--- src/rtl/acc_core_if.sv ---
// Shared memory port between acc_core and its program/data RAM.
// The core drives address, write data and write enable; the RAM returns read data.
interface acc_core_if #(
    parameter int unsigned DATA_W = 16,
    parameter int unsigned ADDR_W = 15
);
    logic [DATA_W-1:0] datain;
    logic [ADDR_W-1:0] addrout;
    logic [DATA_W-1:0] dataout;
    logic              we;

    modport master (
        input  datain,
        output addrout,
        output dataout,
        output we
    );

    modport slave (
        output datain,
        input  addrout,
        input  dataout,
        input  we
    );
endinterface

--- src/rtl/acc_core.sv ---
// Multi-cycle accumulator CPU on a single shared memory port.
// Fetch/decode/memory phases are sequenced by a small FSM; memory read latency is MEM_LAT.
module acc_core #(
    parameter int unsigned DATA_W     = 16,
    parameter int unsigned ADDR_W     = 15,
    parameter int unsigned START_ADDR = 9216,
    parameter int unsigned MEM_LAT    = 1
) (
    input  logic       clock,
    input  logic       reset,
    acc_core_if.master bus,
    output logic       halted,
    output logic       retire
);
    localparam int unsigned IMM_W = DATA_W - 4;
    localparam logic [ADDR_W-1:0] START_PC = ADDR_W'(START_ADDR);
    localparam logic [2:0] WAIT_LAST = 3'(MEM_LAT - 1);

    localparam logic [2:0] StFetch = 3'd0;
    localparam logic [2:0] StFwait = 3'd1;
    localparam logic [2:0] StExec  = 3'd2;
    localparam logic [2:0] StMem   = 3'd3;
    localparam logic [2:0] StMwait = 3'd4;
    localparam logic [2:0] StHalt  = 3'd5;

    localparam logic [3:0] OpLoad  = 4'd0;
    localparam logic [3:0] OpStore = 4'd1;
    localparam logic [3:0] OpAddi  = 4'd2;
    localparam logic [3:0] OpAdddp = 4'd3;
    localparam logic [3:0] OpJmp   = 4'd4;
    localparam logic [3:0] OpJz    = 4'd5;
    localparam logic [3:0] OpHalt  = 4'd6;
    localparam logic [3:0] OpAddm  = 4'd7;
    localparam logic [3:0] OpRst   = 4'd15;

    logic [2:0]        state_q, state_d;
    logic [ADDR_W-1:0] pc_q, pc_d;
    logic [ADDR_W-1:0] dp_q, dp_d;
    logic [DATA_W-1:0] acc_q, acc_d;
    logic [DATA_W-1:0] ir_q, ir_d;
    logic [2:0]        wcnt_q, wcnt_d;
    logic [ADDR_W-1:0] addr_q, addr_d;
    logic [DATA_W-1:0] dout_q, dout_d;
    logic              we_q, we_d;

    logic [3:0]        opcode;
    logic [IMM_W-1:0]  imm;
    logic [DATA_W-1:0] imm_data;
    logic [ADDR_W-1:0] imm_addr;
    logic [ADDR_W-1:0] pc_inc;
    logic [ADDR_W-1:0] pc_rel;
    logic              wait_last;

    assign opcode    = ir_q[DATA_W-1:DATA_W-4];
    assign imm       = ir_q[IMM_W-1:0];
    assign imm_data  = {{(DATA_W - IMM_W){imm[IMM_W-1]}}, imm};
    assign pc_inc    = pc_q + ADDR_W'(1);
    assign pc_rel    = pc_q + imm_addr;
    assign wait_last = (wcnt_q == WAIT_LAST);

    // Address offsets are sign-extended or truncated depending on relative widths.
    if (ADDR_W > IMM_W) begin : g_imm_ext
        assign imm_addr = {{(ADDR_W - IMM_W){imm[IMM_W-1]}}, imm};
    end else begin : g_imm_trunc
        assign imm_addr = imm[ADDR_W-1:0];
    end

    always_comb begin
        state_d = state_q;
        pc_d    = pc_q;
        dp_d    = dp_q;
        acc_d   = acc_q;
        ir_d    = ir_q;
        wcnt_d  = wcnt_q;
        addr_d  = addr_q;
        dout_d  = dout_q;
        we_d    = 1'b0;
        retire  = 1'b0;
        case (state_q)
            StFetch: begin
                wcnt_d  = 3'd0;
                state_d = StFwait;
            end
            StFwait: begin
                if (wait_last) begin
                    ir_d    = bus.datain;
                    state_d = StExec;
                end else begin
                    wcnt_d = wcnt_q + 3'd1;
                end
            end
            StExec: begin
                // Default: single-cycle instruction, fall through to the next word.
                pc_d    = pc_inc;
                addr_d  = pc_inc;
                state_d = StFetch;
                retire  = 1'b1;
                case (opcode)
                    OpLoad, OpAddm: begin
                        addr_d  = dp_q;
                        state_d = StMem;
                        retire  = 1'b0;
                    end
                    OpStore: begin
                        addr_d  = dp_q;
                        dout_d  = acc_q;
                        we_d    = 1'b1;
                        state_d = StMem;
                        retire  = 1'b0;
                    end
                    OpAddi:  acc_d = acc_q + imm_data;
                    OpAdddp: dp_d = dp_q + imm_addr;
                    OpJmp: begin
                        pc_d   = pc_rel;
                        addr_d = pc_rel;
                    end
                    OpJz: begin
                        if (acc_q == '0) begin
                            pc_d   = pc_rel;
                            addr_d = pc_rel;
                        end
                    end
                    OpHalt: begin
                        addr_d  = addr_q;
                        state_d = StHalt;
                    end
                    OpRst: begin
                        pc_d   = START_PC;
                        addr_d = START_PC;
                    end
                    default: ;
                endcase
            end
            StMem: begin
                wcnt_d = 3'd0;
                if (opcode == OpStore) begin
                    retire  = 1'b1;
                    addr_d  = pc_q;
                    state_d = StFetch;
                end else begin
                    state_d = StMwait;
                end
            end
            StMwait: begin
                if (wait_last) begin
                    retire  = 1'b1;
                    addr_d  = pc_q;
                    state_d = StFetch;
                    acc_d   = (opcode == OpLoad) ? bus.datain : acc_q + bus.datain;
                end else begin
                    wcnt_d = wcnt_q + 3'd1;
                end
            end
            StHalt: ;
            default: state_d = StFetch;
        endcase
    end

    always_ff @(posedge clock) begin
        if (reset) begin
            state_q <= StFetch;
            pc_q    <= START_PC;
            dp_q    <= '0;
            acc_q   <= '0;
            ir_q    <= '0;
            wcnt_q  <= 3'd0;
            addr_q  <= START_PC;
            dout_q  <= '0;
            we_q    <= 1'b0;
        end else begin
            state_q <= state_d;
            pc_q    <= pc_d;
            dp_q    <= dp_d;
            acc_q   <= acc_d;
            ir_q    <= ir_d;
            wcnt_q  <= wcnt_d;
            addr_q  <= addr_d;
            dout_q  <= dout_d;
            we_q    <= we_d;
        end
    end

    assign bus.addrout = addr_q;
    assign bus.dataout = dout_q;
    assign bus.we      = we_q;
    assign halted      = (state_q == StHalt);
endmodule

--- src/flat_wrapper.sv ---
// flat-port wrapper written by rule: the top's interface ports become plain ports
module acc_core_flat 
#(
    parameter int unsigned DATA_W     = 16,
    parameter int unsigned ADDR_W     = 15,
    parameter int unsigned START_ADDR = 9216,
    parameter int unsigned MEM_LAT    = 1
)
  (clock, reset, halted, retire, bus_datain, bus_addrout, bus_dataout, bus_we);
  acc_core_if #(.DATA_W(DATA_W), .ADDR_W(ADDR_W)) bus_i ();
  input  logic clock;
  input  logic reset;
  output logic halted;
  output logic retire;
  input wire logic [$bits(bus_i.datain)-1:0] bus_datain;
  output wire logic [$bits(bus_i.addrout)-1:0] bus_addrout;
  output wire logic [$bits(bus_i.dataout)-1:0] bus_dataout;
  output wire logic [$bits(bus_i.we)-1:0] bus_we;
  assign bus_i.datain = bus_datain;
  assign bus_addrout = bus_i.addrout;
  assign bus_dataout = bus_i.dataout;
  assign bus_we = bus_i.we;
  acc_core #(.DATA_W(DATA_W), .ADDR_W(ADDR_W), .START_ADDR(START_ADDR), .MEM_LAT(MEM_LAT)) u_core (.clock(clock), .reset(reset), .bus(bus_i), .halted(halted), .retire(retire));
endmodule
--- config.mk ---
export PLATFORM = sky130hd
export DESIGN_NAME = acc_core_flat
export DESIGN_NICKNAME = d
export VERILOG_FILES = /design/src/rtl/acc_core_if.sv /design/src/rtl/acc_core.sv /design/src/flat_wrapper.sv
export SDC_FILE = /design/constraint.sdc
export NUM_CORES = 1
export LEC_CHECK = 0
export ABC_AREA = 1
export CAP_MARGIN = 40
export CELL_PAD_IN_SITES_DETAIL_PLACEMENT = 1
export CELL_PAD_IN_SITES_GLOBAL_PLACEMENT = 1
export CORE_UTILIZATION = 30
export DETAILED_ROUTE_END_ITERATION = 8
export GPL_TIMING_DRIVEN = 0
export PLACE_DENSITY_LB_ADDON = 0.1
export SLEW_MARGIN = 0
export SYNTH_ARGS = -nofsm -noshare
export SYNTH_HDL_FRONTEND = slang
export SYNTH_SLANG_ARGS = --single-unit
export TNS_END_PERCENT = 20
--- constraint.sdc ---
create_clock -name clock -period 3 [get_ports clock]
set_clock_uncertainty 0.05 [all_clocks]
set_input_delay 0.6 -clock clock [delete_from_list [all_inputs] [get_ports clock]]
set_output_delay 0.6 -clock clock [all_outputs]
set_load 0.01 [all_outputs]
==> impl_summary.log <==
[metrics] xor/xnor cell area share of the yosys netlist: 0.02739
[metrics] sequential area share after synthesis: 0.2504
[metrics] number of flip-flops and latches in the synthesized netlist: 100
[metrics] power per unit of standard cell area: 869.6 nW/um^2
[metrics] number of antenna violations at the first check in global routing: 0
[metrics] clock buffer count from CTS: 9
[metrics] uppermost metal layer occupied by signal nets: met4
[metrics] final critical delay including setup and external delays: approximately 2.8 ns
[metrics] Reg clk slew, reported paths: around 0.080 ns
[metrics] root buf cell: sky130_fd_sc_hd__clkbuf_16
[metrics] met1 layer wirelength in the final routing: around 18000 um
[metrics] Startpoint Class: primary input
[metrics] setup repair after global routing missed its margin: false
[metrics] simple-gate share of the synthesized area: 0.2874
[metrics] top library cells by usage in the layout, fill and taps aside: sky130_fd_sc_hd__nand2_1, sky130_fd_sc_hd__a21oi_1, sky130_fd_sc_hd__nor2_1
[metrics] vias post-DR: approximately 8500
[metrics] number of DRC markers after the initial detailed-route iteration: ~520
[metrics] final routed DRC violation total: 4
[metrics] classification of the worst setup path: primary input to register
[metrics] Die Y-Extent: between 150 and 200 um
[metrics] clock sink count: 100
[metrics] Area growth, synth to finish: 15.65%
[metrics] classification of the worst-slack hold path: register to register
[metrics] achievable frequency: between 0.3 and 0.4 GHz
[metrics] Total GRT Usage: 0.2461
[metrics] Worst Slack Setup Final: roughly 0.21 ns
[metrics] count of fill cells added during filler insertion: approximately 3400
[metrics] warning count from the yosys run: 0
[metrics] Remaining Overflow, GRT: 0
[metrics] total wirelength of the detailed-routed design: about 32000 um
[metrics] endpoint arrival time on the critical path: 3.04 ns
[metrics] detailed placer's ending HPWL: between 20000 and 30000 um
[metrics] H-tree level count: 3
[metrics] final weighted congestion in routability-driven placement: between 0.8 and 0.9
[metrics] worst ir drop on vdd: just under 0.4 mV
[metrics] synthesized area per cell: ~6.5 um^2
[metrics] final std cell area, no fill: roughly 9200 um^2
[metrics] number of rows created at floorplan: 59
[metrics] Starting Density: 0.3059
[metrics] slew of the pin with the lowest slew margin: 0.8742 ns
[metrics] met3 wire length: between 1000 and 1500 um
[metrics] length of the first detailed-routing pass in iterations: 7
[metrics] leakage component of the power: 4.239 nW
[metrics] share of the synthesized area in compound gates (AO/OA/AOI/OAI): 0.2385
[metrics] library cells used by synthesis: about 50
[metrics] largest family of logic cells by synthesized area: simple AND/OR/NAND/NOR gates
[metrics] area of the core: between 20000 and 30000 um^2
[metrics] count of endpoints failing hold in the final timing report: 0
[metrics] number of setup violations in the final report: 0
[metrics] type of element capturing the critical path: register
[metrics] overall die area: around 27000 um^2
[metrics] setup tns final: 0 ns
[metrics] share of synthesized cell area in full adder, half adder and majority cells: 0.1055
[metrics] post-detailed-route via-to-cell ratio: roughly 5.2
[metrics] Inserted Diodes: 0
[metrics] post-detailed-route count of antenna-violating nets: 0
[metrics] Synth area leaders: sky130_fd_sc_hd__dfxtp_1, sky130_fd_sc_hd__nand2_1, sky130_fd_sc_hd__ha_1
[metrics] relative slew slack: 0.4172
[metrics] crit path max fanout: 4
[metrics] Post-synth EDFFs: 0
[metrics] IO buf count: 50
[metrics] maximum root-to-sink buffer count: 2
[metrics] share of synthesized flip-flops with an asynchronous set or reset: 0
[metrics] share of post-route cells with drive strength above 1: 0.07716
[metrics] Worst-Skew Late Latency: ~0.36 ns
[metrics] leading cell type in the layout, fill and taps excluded: sky130_fd_sc_hd__nand2_1
[metrics] area leader, netlist: sky130_fd_sc_hd__dfxtp_1
[metrics] count of pins over their slew limit: 0
[metrics] maximum capacitance violations: 0
[metrics] violations in the final reports: design-rule violations
[metrics] Post-Place Cell Area: slightly below 9000 um^2
[metrics] number of nets in the layout: around 1400
[metrics] mux share of post-synthesis cell area: 0
[metrics] WL per Instance: ~20 um
[metrics] number of cells produced by synthesis: approximately 1200
[metrics] routed wire length on met2: 12630 um
[metrics] status: finished with violations
[metrics] Post-CTS Hold Buffers: 0
[metrics] post-synth net total: approximately 1300
[metrics] global-route wire length before repair: roughly 50000 um
[metrics] Synth top area share: 0.2504
[metrics] die width: roughly 170 um
[metrics] endpoint required time on the critical path: 3.26 ns
[metrics] ports placed on the boundary: 52
[metrics] largest net degree at the start of global routing: 17
[metrics] Most used DFF post-synth: sky130_fd_sc_hd__dfxtp_1
[metrics] via count of the first global-routing pass: between 8000 and 9000
[metrics] area of the mapped netlist: 7994 um^2
[metrics] Final Cycle Share: 0.9286
[metrics] worst setup slack after placement: -0.3188 ns
[metrics] TritonCTS clock tree: done
-- critical path: stages --
cell and delay (ns):
sky130_fd_sc_hd__clkdlybuf4s50_1 0.55, sky130_fd_sc_hd__inv_1 0.10, sky130_fd_sc_hd__fa_1 0.47, sky130_fd_sc_hd__nand3b_1 0.20
sky130_fd_sc_hd__nand2_2 0.13, sky130_fd_sc_hd__nand2_1 0.06, sky130_fd_sc_hd__nand2_1 0.12, sky130_fd_sc_hd__a21oi_1 0.13
sky130_fd_sc_hd__or2_2 0.29, sky130_fd_sc_hd__nand3_1 0.07, sky130_fd_sc_hd__nand3_1 0.12, sky130_fd_sc_hd__nand3_1 0.11
sky130_fd_sc_hd__nand2_1 0.05, sky130_fd_sc_hd__inv_1 0.04
-- metal layers --
layer | up-vias | GRT usage
met1 | 4038 | 0.3873
li1 | 4298 | -
met2 | 160 | 0.3507
met3 | 19 | 0.02722
met4 | 0 | 0.05046
met5 | - | 0
-- Yosys cell counts (2+ instances only) --
| cell type | number |
|---|---|
| sky130_fd_sc_hd__inv_2 | 21 |
| sky130_fd_sc_hd__nor2_2 | 4 |
| sky130_fd_sc_hd__nor3_4 | 3 |
| sky130_fd_sc_hd__buf_6 | 5 |
| sky130_fd_sc_hd__nand4_1 | 9 |
| sky130_fd_sc_hd__clkbuf_1 | 17 |
| sky130_fd_sc_hd__xor2_1 | 15 |
| sky130_fd_sc_hd__a31oi_1 | 11 |
| sky130_fd_sc_hd__o221ai_1 | 4 |
| sky130_fd_sc_hd__nor3_2 | 2 |
| sky130_fd_sc_hd__nor2_4 | 7 |
| sky130_fd_sc_hd__o21ai_1 | 24 |
| sky130_fd_sc_hd__o211ai_1 | 9 |
| sky130_fd_sc_hd__o21ai_2 | 2 |
| sky130_fd_sc_hd__nand2_1 | 260 |
| sky130_fd_sc_hd__nand3_1 | 77 |
| sky130_fd_sc_hd__or2_2 | 4 |
| sky130_fd_sc_hd__o22ai_1 | 8 |
| sky130_fd_sc_hd__nand2_2 | 6 |
| sky130_fd_sc_hd__a21o_1 | 6 |
| sky130_fd_sc_hd__nor2_1 | 139 |
| sky130_fd_sc_hd__xnor2_1 | 10 |
| sky130_fd_sc_hd__o21bai_1 | 11 |
| sky130_fd_sc_hd__a21oi_1 | 151 |
| sky130_fd_sc_hd__nand3b_1 | 10 |
| sky130_fd_sc_hd__ha_1 | 61 |
| sky130_fd_sc_hd__a21oi_2 | 2 |
| sky130_fd_sc_hd__o21a_1 | 2 |
| sky130_fd_sc_hd__buf_2 | 14 |
| sky130_fd_sc_hd__o21ai_0 | 106 |
| sky130_fd_sc_hd__nor3_1 | 4 |
| sky130_fd_sc_hd__fa_1 | 4 |
| sky130_fd_sc_hd__inv_1 | 114 |
| sky130_fd_sc_hd__buf_4 | 3 |
| sky130_fd_sc_hd__dfxtp_1 | 100 |
-- power by group --
group / internal, mW / switching [mW] / total [mW]
Combinational: 1.59 / 3.14 / 4.73
Clock: 0.569 / 0.577 / 1.15
Sequential: 1.62 / 0.543 / 2.16
-- stage by stage --
step | utilization | hold slack, ns | power, mW | instances
floorplan | - | 0.4201 | 5.089 | 1239
global placement | 0.3411 | 0.4068 | 6.750 | 1624
detailed placement | 0.3425 | 0.4093 | 6.815 | 1627
CTS | 0.3533 | 0.4221 | 8.040 | 1644
global route | 0.3538 | 0.4421 | 8.679 | 1644
finish | 0.3538 | 0.4143 | 8.039 | 1644
-- area by class of cell --
type | instances | area (um^2) | area share
Multi-Input combinational cell | 964 | 5273 | 0.5703
Sequential cell | 100 | 2002 | 0.2165
Timing Repair Buffer | 55 | 558.0 | 0.06036
Inverter | 136 | 513.0 | 0.05549
Tap cell | 335 | 419.2 | 0.04534
Clock buffer | 11 | 232.7 | 0.02517
Buffer | 38 | 212.7 | 0.02301
Clock inverter | 5 | 35.03 | 0.003789
-- worst paths after layout --
kind | end | start | depth (start not counted) | slack [ns]
hold reg to reg | u_core.bus.addrout[14] | u_core.bus.addrout[14] | 2 | 0.41
setup / recovery | u_core.acc_q[10] | bus_datain[1] | 14 | 0.21
setup reg to reg | u_core.bus.addrout[8] | u_core.pc_q[0] | 9 | 0.34
hold / removal | u_core.bus.addrout[14] | u_core.bus.addrout[14] | 2 | 0.41
-- registers in the layout, indices dropped and copies added, names as in the netlist --
signal              cells
u_core.wcnt_q           3
u_core.acc_q           16
u_core.bus.dataout     16
u_core.pc_q            15
u_core.bus.addrout     15
u_core.ir_q            16
u_core.bus.we           1
u_core.dp_q            15
u_core.state_q          3
-- logic make-up (layout without fill, tap and decap cells) --
logic type / count (synthesis) / count (layout)
flip-flops: 100 / 100
AO/OA/AOI/OAI: 346 / 346
AND/OR/NAND/NOR: 528 / 528
buffers and inverters: 175 / 245
XOR/XNOR: 25 / 25
adder cells (fa/ha/maj): 65 / 65
-- timing repair --
item | 4_1_cts | 5_1_grt
setup endpoints to repair | 1 | 3
resized for setup | 3 | 4
setup buffers | 2 | 0
gates cloned | 0 | 0
pin swaps | 2 | 1
Note: power is estimated with default switching activity, not from simulation.
